File: config.mk
export PLATFORM = sky130hd
export DESIGN_NAME = mtimer_flat
export DESIGN_NICKNAME = d
export VERILOG_FILES = /design/src/rtl/mtimer_pkg.sv /design/src/rtl/mtimer_if.sv /design/src/rtl/mtimer_prescaler.sv /design/src/rtl/mtimer.sv /design/src/flat_wrapper.sv
export SDC_FILE = /design/constraint.sdc
export NUM_CORES = 1
export LEC_CHECK = 0
export BUFFER_PORTS_ARGS = -buffer_cell sky130_fd_sc_hd__buf_2
export CAP_MARGIN = 20
export CORE_MARGIN = 5
export CORE_UTILIZATION = 65
export CTS_BUF_LIST = sky130_fd_sc_hd__clkbuf_16
export DETAILED_ROUTE_END_ITERATION = 8
export GPL_TIMING_DRIVEN = 1
export PLACE_DENSITY_LB_ADDON = 0.3
export REMOVE_ABC_BUFFERS = 1
export SYNTH_ARGS = -nofsm -noshare
export SYNTH_HDL_FRONTEND = slang
export SYNTH_SLANG_ARGS = --single-unit
File: constraint.sdc
create_clock -name clk -period 10.5 [get_ports clk]
set_input_delay 2.1 -clock clk [delete_from_list [all_inputs] [get_ports clk]]
set_output_delay 2.1 -clock clk [all_outputs]
set_load 0.03 [all_outputs]
File: src/rtl/mtimer_pkg.sv
// Shared constants and types for the machine timer: register offsets,
// bus access size encoding, CTRL field layout and a decode helper.
package mtimer_pkg;

  // Register offsets within the 256-byte window.
  localparam logic [7:0] OFF_MTIME_LO    = 8'h00;
  localparam logic [7:0] OFF_MTIME_HI    = 8'h04;
  localparam logic [7:0] OFF_MTIMECMP_LO = 8'h08;
  localparam logic [7:0] OFF_MTIMECMP_HI = 8'h0C;
  localparam logic [7:0] OFF_CTRL        = 8'h10;
  localparam logic [7:0] OFF_STATUS      = 8'h14;

  // Only word accesses are decoded.
  localparam logic [2:0] MEM_WORD = 3'b010;

  // CTRL bit positions.
  localparam int CTRL_CNT_EN_BIT = 0;
  localparam int CTRL_IRQ_EN_BIT = 1;
  localparam int CTRL_PRESC_LSB  = 8;

  // Storage width reserved for the prescale field; the module parameter
  // PRESC_W selects how many low bits are actually implemented.
  localparam int PRESC_W_MAX = 16;

  typedef struct packed {
    logic [PRESC_W_MAX-1:0] prescale;
    logic                   irq_en;
    logic                   cnt_en;
  } ctrl_t;

  // True for a naturally aligned word access.
  function automatic logic word_access(input logic [2:0] mem_type,
                                       input logic [1:0] addr_lsb);
    return (mem_type == MEM_WORD) && (addr_lsb == 2'b00);
  endfunction

endpackage

File: src/rtl/mtimer_if.sv
// Data-memory bus as seen by the timer: the core drives strobes, address,
// size and write data; the timer returns combinational read data.
interface mtimer_if;

  logic        rd_en;
  logic        wr_en;
  logic [2:0]  mem_type;
  logic [31:0] addr;
  logic [31:0] wdata;
  logic [31:0] rdata;

  modport master (
    output rd_en, wr_en, mem_type, addr, wdata,
    input  rdata
  );

  modport slave (
    input  rd_en, wr_en, mem_type, addr, wdata,
    output rdata
  );

endinterface

File: src/rtl/mtimer_prescaler.sv
// Prescale counter for mtime: counts 0..prescale while enabled and emits a
// one-cycle tick when the count reaches prescale. clr restarts the count.
module mtimer_prescaler #(
  parameter int PRESC_W = 8
) (
  input  logic               clk,
  input  logic               rst,
  input  logic               cnt_en,
  input  logic [PRESC_W-1:0] prescale,
  input  logic               clr,
  output logic               tick
);

  logic [PRESC_W-1:0] presc_cnt_reg;

  assign tick = cnt_en && (presc_cnt_reg == prescale);

  // Count register; clear has priority, a tick wraps to zero, otherwise hold
  // or advance depending on cnt_en.
  always_ff @(posedge clk or posedge rst) begin
    if (rst) begin
      presc_cnt_reg <= '0;
    end else if (clr) begin
      presc_cnt_reg <= '0;
    end else if (tick) begin
      presc_cnt_reg <= '0;
    end else if (cnt_en) begin
      presc_cnt_reg <= presc_cnt_reg + 1'b1;
    end
  end

endmodule

File: src/rtl/mtimer.sv
// Memory-mapped machine timer: 64-bit mtime with prescaler, 64-bit
// mtimecmp, CTRL/STATUS registers, tear-free high-half read via a shadow,
// and a registered level interrupt while mtime >= mtimecmp.
module mtimer
  import mtimer_pkg::*;
#(
  parameter logic [31:0] BASE_ADDR = 32'h8000_0000,
  parameter int          PRESC_W   = 8
) (
  input  logic     clk,
  input  logic     rst,
  mtimer_if.slave  bus,
  output logic     tm_interupt
);

  logic [63:0] mtime_reg;
  logic [63:0] mtimecmp;
  logic [31:0] hi_shadow_reg;
  ctrl_t       ctrl_reg;
  logic        tm_interupt_reg;

  logic        hit;
  logic [7:0]  off;
  logic        rd_hit;
  logic        wr_hit;
  logic        wr_mtime_lo;
  logic        wr_mtime_hi;
  logic        wr_ctrl;
  logic        rd_mtime_lo;
  logic        tick;
  logic        cmp_ge;

  // Address decode: window match on addr[31:8] plus aligned word access.
  assign hit    = (bus.addr[31:8] == BASE_ADDR[31:8]) &&
                  word_access(bus.mem_type, bus.addr[1:0]);
  assign off    = bus.addr[7:0];
  assign rd_hit = bus.rd_en && hit;
  assign wr_hit = bus.wr_en && hit;

  assign wr_mtime_lo = wr_hit && (off == OFF_MTIME_LO);
  assign wr_mtime_hi = wr_hit && (off == OFF_MTIME_HI);
  assign wr_ctrl     = wr_hit && (off == OFF_CTRL);
  assign rd_mtime_lo = rd_hit && (off == OFF_MTIME_LO);

  assign cmp_ge = (mtime_reg >= mtimecmp);

  mtimer_prescaler #(
    .PRESC_W (PRESC_W)
  ) u_prescaler (
    .clk      (clk),
    .rst      (rst),
    .cnt_en   (ctrl_reg.cnt_en),
    .prescale (ctrl_reg.prescale[PRESC_W-1:0]),
    .clr      (wr_ctrl),
    .tick     (tick)
  );

  // mtime: a software write to either half wins over a same-cycle tick, and
  // only the addressed half changes (no carry across halves).
  always_ff @(posedge clk or posedge rst) begin
    if (rst) begin
      mtime_reg <= '0;
    end else if (wr_mtime_lo) begin
      mtime_reg[31:0] <= bus.wdata;
    end else if (wr_mtime_hi) begin
      mtime_reg[63:32] <= bus.wdata;
    end else if (tick) begin
      mtime_reg <= mtime_reg + 64'd1;
    end
  end

  // mtimecmp halves, one register per 32-bit half, each at its own offset.
  for (genvar gi = 0; gi < 2; gi++) begin : g_cmp
    localparam logic [7:0] HALF_OFF = OFF_MTIMECMP_LO + 8'(gi * 4);
    logic [31:0] half_reg;

    // Replace this half on a write hit to its offset.
    always_ff @(posedge clk or posedge rst) begin
      if (rst) begin
        half_reg <= '1;
      end else if (wr_hit && (off == HALF_OFF)) begin
        half_reg <= bus.wdata;
      end
    end
  end

  assign mtimecmp = {g_cmp[1].half_reg, g_cmp[0].half_reg};

  // High-half shadow: captured when the low half is read so a following
  // MTIME_HI read is consistent; a direct MTIME_HI write also lands here.
  always_ff @(posedge clk or posedge rst) begin
    if (rst) begin
      hi_shadow_reg <= '0;
    end else if (wr_mtime_hi) begin
      hi_shadow_reg <= bus.wdata;
    end else if (rd_mtime_lo) begin
      hi_shadow_reg <= mtime_reg[63:32];
    end
  end

  // CTRL register; unimplemented prescale bits stay zero.
  always_ff @(posedge clk or posedge rst) begin
    if (rst) begin
      ctrl_reg <= '0;
    end else if (wr_ctrl) begin
      ctrl_reg                        <= '0;
      ctrl_reg.cnt_en                 <= bus.wdata[CTRL_CNT_EN_BIT];
      ctrl_reg.irq_en                 <= bus.wdata[CTRL_IRQ_EN_BIT];
      ctrl_reg.prescale[PRESC_W-1:0]  <= bus.wdata[CTRL_PRESC_LSB +: PRESC_W];
    end
  end

  // Level interrupt, registered from the pre-edge compare result.
  always_ff @(posedge clk or posedge rst) begin
    if (rst) begin
      tm_interupt_reg <= 1'b0;
    end else begin
      tm_interupt_reg <= ctrl_reg.irq_en && cmp_ge;
    end
  end

  assign tm_interupt = tm_interupt_reg;

  // Zero-latency read mux; anything not a read hit returns zero.
  always_comb begin
    bus.rdata = '0;
    if (rd_hit) begin
      unique case (off)
        OFF_MTIME_LO:    bus.rdata = mtime_reg[31:0];
        OFF_MTIME_HI:    bus.rdata = hi_shadow_reg;
        OFF_MTIMECMP_LO: bus.rdata = mtimecmp[31:0];
        OFF_MTIMECMP_HI: bus.rdata = mtimecmp[63:32];
        OFF_CTRL: begin
          bus.rdata[CTRL_CNT_EN_BIT]            = ctrl_reg.cnt_en;
          bus.rdata[CTRL_IRQ_EN_BIT]            = ctrl_reg.irq_en;
          bus.rdata[CTRL_PRESC_LSB +: PRESC_W]  = ctrl_reg.prescale[PRESC_W-1:0];
        end
        OFF_STATUS: begin
          bus.rdata[0] = cmp_ge;
          bus.rdata[1] = tm_interupt_reg;
        end
        default:         bus.rdata = '0;
      endcase
    end
  end

endmodule

File: src/flat_wrapper.sv
// flat-port wrapper written by rule: the top's interface ports become plain ports
module mtimer_flat import mtimer_pkg::*;
#(
  parameter logic [31:0] BASE_ADDR = 32'h8000_0000,
  parameter int          PRESC_W   = 8
)
  (clk, rst, tm_interupt, bus_rd_en, bus_wr_en, bus_mem_type, bus_addr, bus_wdata, bus_rdata);
  mtimer_if bus_i ();
  input  logic clk;
  input  logic rst;
  output logic tm_interupt;
  input wire logic [$bits(bus_i.rd_en)-1:0] bus_rd_en;
  input wire logic [$bits(bus_i.wr_en)-1:0] bus_wr_en;
  input wire logic [$bits(bus_i.mem_type)-1:0] bus_mem_type;
  input wire logic [$bits(bus_i.addr)-1:0] bus_addr;
  input wire logic [$bits(bus_i.wdata)-1:0] bus_wdata;
  output wire logic [$bits(bus_i.rdata)-1:0] bus_rdata;
  assign bus_i.rd_en = bus_rd_en;
  assign bus_i.wr_en = bus_wr_en;
  assign bus_i.mem_type = bus_mem_type;
  assign bus_i.addr = bus_addr;
  assign bus_i.wdata = bus_wdata;
  assign bus_rdata = bus_i.rdata;
  mtimer #(.BASE_ADDR(BASE_ADDR), .PRESC_W(PRESC_W)) u_core (.clk(clk), .rst(rst), .bus(bus_i), .tm_interupt(tm_interupt));
endmodule
==> flow_summary.toml, run 1 <==
[placement]
place_ws_ns = 3.20
hpwl_mm = 21.9
place_congestion = 0.905
port_buffers = 103

[die]
fp.dieH_um = 141
coreArea_um2 = 17100
die_w_um = 141
ios = 104
start_util_pct = 65.3
dieArea_um2 = 19900
fp-row-count = 48

[timing]
min_period_over_period_pct = 67.9
final.setup.tns_ns = 0
fmax_ghz = 0.140
fin_ws_ns = 3.37
final_max_slew_viol_count = 0
tightest_slew_ns = 1.08
min_period_ns = 7.13
slew-limit-headroom_pct = 28.2
rsz0062_at_grt = "no"
setup_viol = 0
skew_ns = 0.0111
hold_viol = 0

[synth]
avgSynthCellArea_um2 = 8.92
synth.top_cell.area_share_pct = 25.7
ys_seq_area_share_pct = 40.8
ys_seq_elements = 179
synthArstFlopShare_pct = 100
synthTopCellsByCount = "149 x a21oi_1, 120 x nand2_1, 115 x dfrtp_1"
netlist_top_cells_area = "dfrtp_1 26%, dfstp_2 15%, ha_1 7.4%"
synth_edf_count = 0
synth_flop_cell = "dfrtp_1"
synth_most_common_cell = "a21oi_1"
syn_area_um2 = 11200
ys_warn_count = 0
yosys.area.top_type = "dfrtp_1"
synth_cell_types = 62
synthCells = 1254

[global_route]
grt_pass1_wl_mm = 53.4
antenna_found_initial = 0
overflow = 0
grt_max_degree = 101
first_global_vias = 10200
track_usage_pct = 33.4

[outcome]
status = "finished clean"

[routing]
ant_nets = 0
wl_mm = 33.1
route.detailed.drc = 0
vias = 10400
drt_iter0_markers = 1227
wl_per_cell_um = 21.2
viasPerCell = 6.69
first_pass_iters = 8

[clock_tree]
worstSkewPairLatency_ns = 0.44
cts_tree = "done"
cts_root_buf = "clkbuf_16"
post_cts_buffers = 0
cts.path.max_buffers = 2
htreeDepth = 4
clk_pin_slew_worst_paths_ns = 0.07
cts_sinks = 179
cts-resized-gates = 0
numCtsBuffers = 17
cts_hold_buf = 0

[job]
maxCapViolations = 0

[critical_path]
crit_slowest_cell = "nor4b_1"
crit_chain = "buf_2, or4_1, nor4b_1, and3_1, nand2_1, buf_16, a21oi_1, buf_2"
cp_common_cell = "buf_2"
cp_max_fo = 14
worstSetupStartpointType = "primary input"
worstSetupEndpointType = "primary output"
arrival_ns = 5.03
slowest_delay_ns = 0.89
reg2regPathDepth = 7
path_class = "in2out"
cp.required_ns = 8.40

[worst_hold_path]
holdPathStages = 2
hp-class = "reg2reg"

[power]
swShare_pct = 22.6
p_comb_share_pct = 3.4
power_mw = 1.38
pwr-share-clk_pct = 46.8
switchingPower_mw = 0.313
p_per_area_nw_per_um2 = 111
ir_worst_vdd_mv = 0.119
p_leak_nw = 5.58
p_int_mw = 1.07
seq_power_share_pct = 49.9

[finish]
fin_util_pct = 72.7
final_nets = 1458
diodes = 0
area_growth_pct = 11.3
drive_gt1_share_pct = 20.6
final.fill_count = 1289
==> kinds of logic (layout without fill, tap and decap cells) <==
kind of cell             after synthesis  after routing  share of synthesized area, %
flip-flops                           179            179                          40.8
adder cells (fa/ha/maj)               66             66                          7.38
buffers and inverters                148            228                          5.05
multiplexers                          75             75                          7.27
AO/OA/AOI/OAI                        359            359                          19.2
XOR/XNOR                              41             41                          3.21
AND/OR/NAND/NOR                      386            386                          17.1
==> through the flow <==
| stage | cells | hold WS, ns | area, µm² |
|---|---|---|---|
| 2_1_floorplan | 1183 | 0.435 | 10900 |
| 3_3_place_gp | 1525 | 0.447 | 11800 |
| 3_5_place_dp | 1525 | 0.457 | 11800 |
| 4_1_cts | 1557 | 0.471 | 12400 |
| 5_1_grt | 1559 | 0.508 | 12400 |
| 6_report | 1559 | 0.468 | 12400 |
==> layout make-up <==
cell class / instances / area, µm² / area share [%]
multi-input combinational: 927 / 6080 / 48.8
timing repair buffer: 119 / 659 / 5.30
inverter: 77 / 294 / 2.36
sequential: 179 / 4560 / 36.6
clock buffer: 17 / 425 / 3.42
clock inverter: 15 / 149 / 1.20
tap: 225 / 282 / 2.26
==> layout by cell type, fill, tap and decap left out, types with 25 or more instances in the layout <==
cell | synthesis | layout
mux2_2 | 50 | 50
a22oi_1 | 65 | 65
mux2i_1 | 25 | 25
a21oi_1 | 149 | 149
o21ai_0 | 78 | 78
inv_1 | 77 | 79
ha_1 | 66 | 66
nand3_1 | 30 | 30
dfrtp_1 | 115 | 115
xor2_1 | 29 | 29
dfstp_2 | 64 | 64
nor2_1 | 99 | 99
nand2_1 | 120 | 120
buf_2 | 7 | 103
nand4_1 | 33 | 33
==> path summary, 6_finish.rpt <==
| kind | startpoint | end | slack, ns |
|---|---|---|---|
| worst max-delay path | bus_addr[11] | bus_rdata[29] | 3.37 |
| min in group asynchronous | rst | u_core.hi_shadow_reg[3]$_DFFE_PP0P_ | 1.84 |
| worst min register to register | u_core.hi_shadow_reg[6]$_DFFE_PP0P_ | u_core.hi_shadow_reg[6]$_DFFE_PP0P_ | 0.47 |
| max in group asynchronous | rst | u_core.mtime_reg[5]$_DFFE_PP0P_ | 7.11 |
| worst max register to register | u_core.mtime_reg[9]$_DFFE_PP0P_ | u_core.mtime_reg[61]$_DFFE_PP0P_ | 6.94 |
| worst min-delay path | u_core.hi_shadow_reg[6]$_DFFE_PP0P_ | u_core.hi_shadow_reg[6]$_DFFE_PP0P_ | 0.47 |
==> power by group through the flow <==
stage               clock network [mW]  registers, mW  logic (mW)
finish                           0.647          0.691      0.0464
global route                     0.673          0.691      0.0510
detailed placement                   0          0.703      0.0462
global placement                     0          0.703      0.0456
CTS                              0.644          0.691      0.0462
floorplan                            0          0.703      0.0151
==> worst max-delay path, delay by kind of cell <==
kind	cells	cell delay (ns)
AND/OR/NAND/NOR	4	2.09
AO/OA/AOI/OAI	1	0.16
buffers and inverters	3	0.65
==> metal layers <==
metal | wire [µm] | global-route usage [%] | up-vias
met4 | 1010 | 12.6 | 0
met2 | 15400 | 52.7 | 625
li1 | - | - | 4691
met1 | 13300 | 46.1 | 5023
met3 | 3340 | 6.07 | 97
met5 | 0 | 0 | -
(Power assumes the default switching activity.)
==> run 2: changes to the inputs <==
ABC_AREA = 1   (was unset)
CORE_UTILIZATION = 56   (was 65)
clock period = 6.5 ns   (was 10.5 ns; I/O delays follow)
==> run 2 against run 1 <==
Count of clock-buffer cells in the layout stayed put. Cell area is 13% higher. Synthesized area is 14% higher. Wire length is 38% higher. Final cell count is 46% higher. Critical path type unchanged.
==> flow_summary.toml, run 2 <==
[outcome]
status = "finished clean"

[placement]
placed_area_um2 = 13500
port_buffers = 103
placed_cells = 2238
place_congestion = 1.02
hpwl_mm = 34.1
place_ws_ns = 1.82

[finish]
drive_gt1_share_pct = 12.3
instances_no_fill = 2270
fin_area_um2 = 14100
final_cell_mix = "622 x nand2_1, 225 x inv_1, 180 x nor2_1"
multiInputGateArea_um2 = 7070
area_growth_pct = 9.98
final_nets = 2109
fin_util_pct = 62.3
seqCellArea_um2 = 4560
final_common_cell = "nand2_1"
final.fill_count = 2134
diodes = 0

[critical_path]
cp_max_fo = 21
worstSetupStartpointType = "primary input"
r2r_slack_ns = 3.80
r2r-start = "u_core.u_prescaler.presc_cnt_reg[5]$_DFFE_PP0P_"
arrival_ns = 3.45
crit_start = "bus_addr[1]"
cp.required_ns = 5.20
worstSetupEndpointType = "primary output"
path_class = "in2out"
reg2regPathDepth = 8
r2r-end = "u_core.mtime_reg[53]$_DFFE_PP0P_"
cp-endpoint = "bus_rdata[19]"

[power]
p_int_mw = 1.65
pwr-share-clk_pct = 46.3
p_per_area_nw_per_um2 = 158
swShare_pct = 26.1
seq_power_share_pct = 50.1
power_mw = 2.23
switchingPower_mw = 0.581
p_leak_nw = 6.51
ir_worst_vdd_mv = 0.153
p_comb_share_pct = 3.6

[timing]
min_period_ns = 4.75
skew_ns = 0.0125
rsz0062_at_grt = "no"
final.setup.tns_ns = 0
slew-limit-headroom_pct = 35.3
fmax_ghz = 0.210
min_period_over_period_pct = 73.1
fin_ws_ns = 1.75
tightest_slew_ns = 0.969
hold_viol = 0
whs_ns = 0.483
setup_viol = 0
final_max_slew_viol_count = 0

[worst_hold_path]
min_from = "u_core.g_cmp[1].half_reg[29]$_DFFE_PP1P_"
hp-class = "reg2reg"

[clock_tree]
cts.path.max_buffers = 2
clk_pin_slew_worst_paths_ns = 0.08
cts_root_buf = "clkbuf_16"
numCtsBuffers = 17
post_cts_buffers = 0
cts_sinks = 179
cts_tree = "done"
cts_hold_buf = 0
htreeDepth = 4
cts-resized-gates = 0
worstSkewPairLatency_ns = 0.45

[synth]
synthArstFlopShare_pct = 100
avgSynthCellArea_um2 = 6.74
ys_warn_count = 0
synth_most_common_cell = "nand2_1"
synth_edf_count = 0
yosys.area.top_type = "dfrtp_1"
ys_seq_elements = 179
synth_cell_types = 42
netlist_top_cells_area = "dfrtp_1 22%, nand2_1 18%, dfstp_2 13%"
synthCells = 1899
synth_flop_cell = "dfrtp_1"
synthTopCellsByCount = "622 x nand2_1, 226 x inv_1, 180 x nor2_1"
syn_area_um2 = 12800
synth.top_cell.area_share_pct = 22.5
ys_seq_area_share_pct = 35.6

[die]
start_util_pct = 56.7
die_w_um = 161
fp.dieH_um = 161
dieArea_um2 = 26000
ios = 104
coreArea_um2 = 22600
fp-row-count = 55

[global_route]
track_usage_pct = 34.9
grt_max_degree = 96
overflow = 0
grt_pass1_wl_mm = 70.8
first_global_vias = 12500
antenna_found_initial = 0

[routing]
route.detailed.drc = 0
drt_iter0_markers = 1702
wl_mm = 45.7
wl_per_cell_um = 20.1
first_pass_iters = 9
ant_nets = 0
vias = 13300
viasPerCell = 5.86

[job]
maxCapViolations = 0
-- run 2: cell count changes after synthesis, sizes merged, moves of 20 or more --
cell    before  now
inv         77  235
and3        20    0
nand3       30  138
a22oi       65    5
clkbuf      57   34
o21ai       80  158
a21oi      149   75
mux2i       25    0
mux2        50    0
nor2        99  187
nand2      120  627
-- run 2: routing by layer --
layer	track usage, %	part of all wire, %
met5	0	0
met2	54.8	45
met1	50.1	42
met4	9.62	2.2
met3	6.10	10
-- run 2: cell type report --
cell class              instances  share of cell area, %
clock buffers                  17                   3.02
clock inverters                15                   1.00
inverters                     237                   6.36
multi-input cells            1421                   50.2
flip-flops and latches        179                   32.4
well taps                     285                   2.53
repair buffers                116                   4.45
-- run 2: how the worst min path moves through the flow --
stage	end	slack (ns)	cells past startpoint
global route	u_core.g_cmp[0].half_reg[12]$_DFFE_PP1P_	0.49	2
floorplan	u_core.hi_shadow_reg[0]$_DFFE_PP0P_	0.45	2
finish	u_core.g_cmp[1].half_reg[29]$_DFFE_PP1P_	0.48	2
global placement	u_core.g_cmp[0].half_reg[10]$_DFFE_PP1P_	0.46	2
detailed placement	u_core.hi_shadow_reg[6]$_DFFE_PP0P_	0.47	2
CTS	u_core.g_cmp[0].half_reg[12]$_DFFE_PP1P_	0.48	2
-- run 2: critical path, cell delays in order --
cell	delay (ns)
buf_2	0.11
nor2_4	0.19
nand2_1	0.14
nor2_1	0.18
nand2_2	0.32
inv_2	0.56
a221oi_1	0.21
a21oi_1	0.21
buf_2	0.23
-- run 2: kinds of logic (layout without fill, tap and decap cells) --
group,Yosys count,in the layout,share of synthesized area (%)
AO/OA/AOI/OAI,279,279,11.9
XOR/XNOR,53,53,3.63
adder cells (fa/ha/maj),66,66,6.45
buffers and inverters,299,385,9.11
flip-flops,179,179,35.6
AND/OR/NAND/NOR,1023,1023,33.3
-- run 2: power by group through the flow --
stage / Sequential [mW] / Clock [mW] / Combinational [mW]
after floorplan: 1.14 / 0 / 0.0332
after global placement: 1.14 / 0 / 0.0801
after detailed placement: 1.14 / 0 / 0.0807
after CTS: 1.11 / 1.03 / 0.0811
after global routing: 1.11 / 1.08 / 0.0904
final: 1.11 / 1.03 / 0.0810
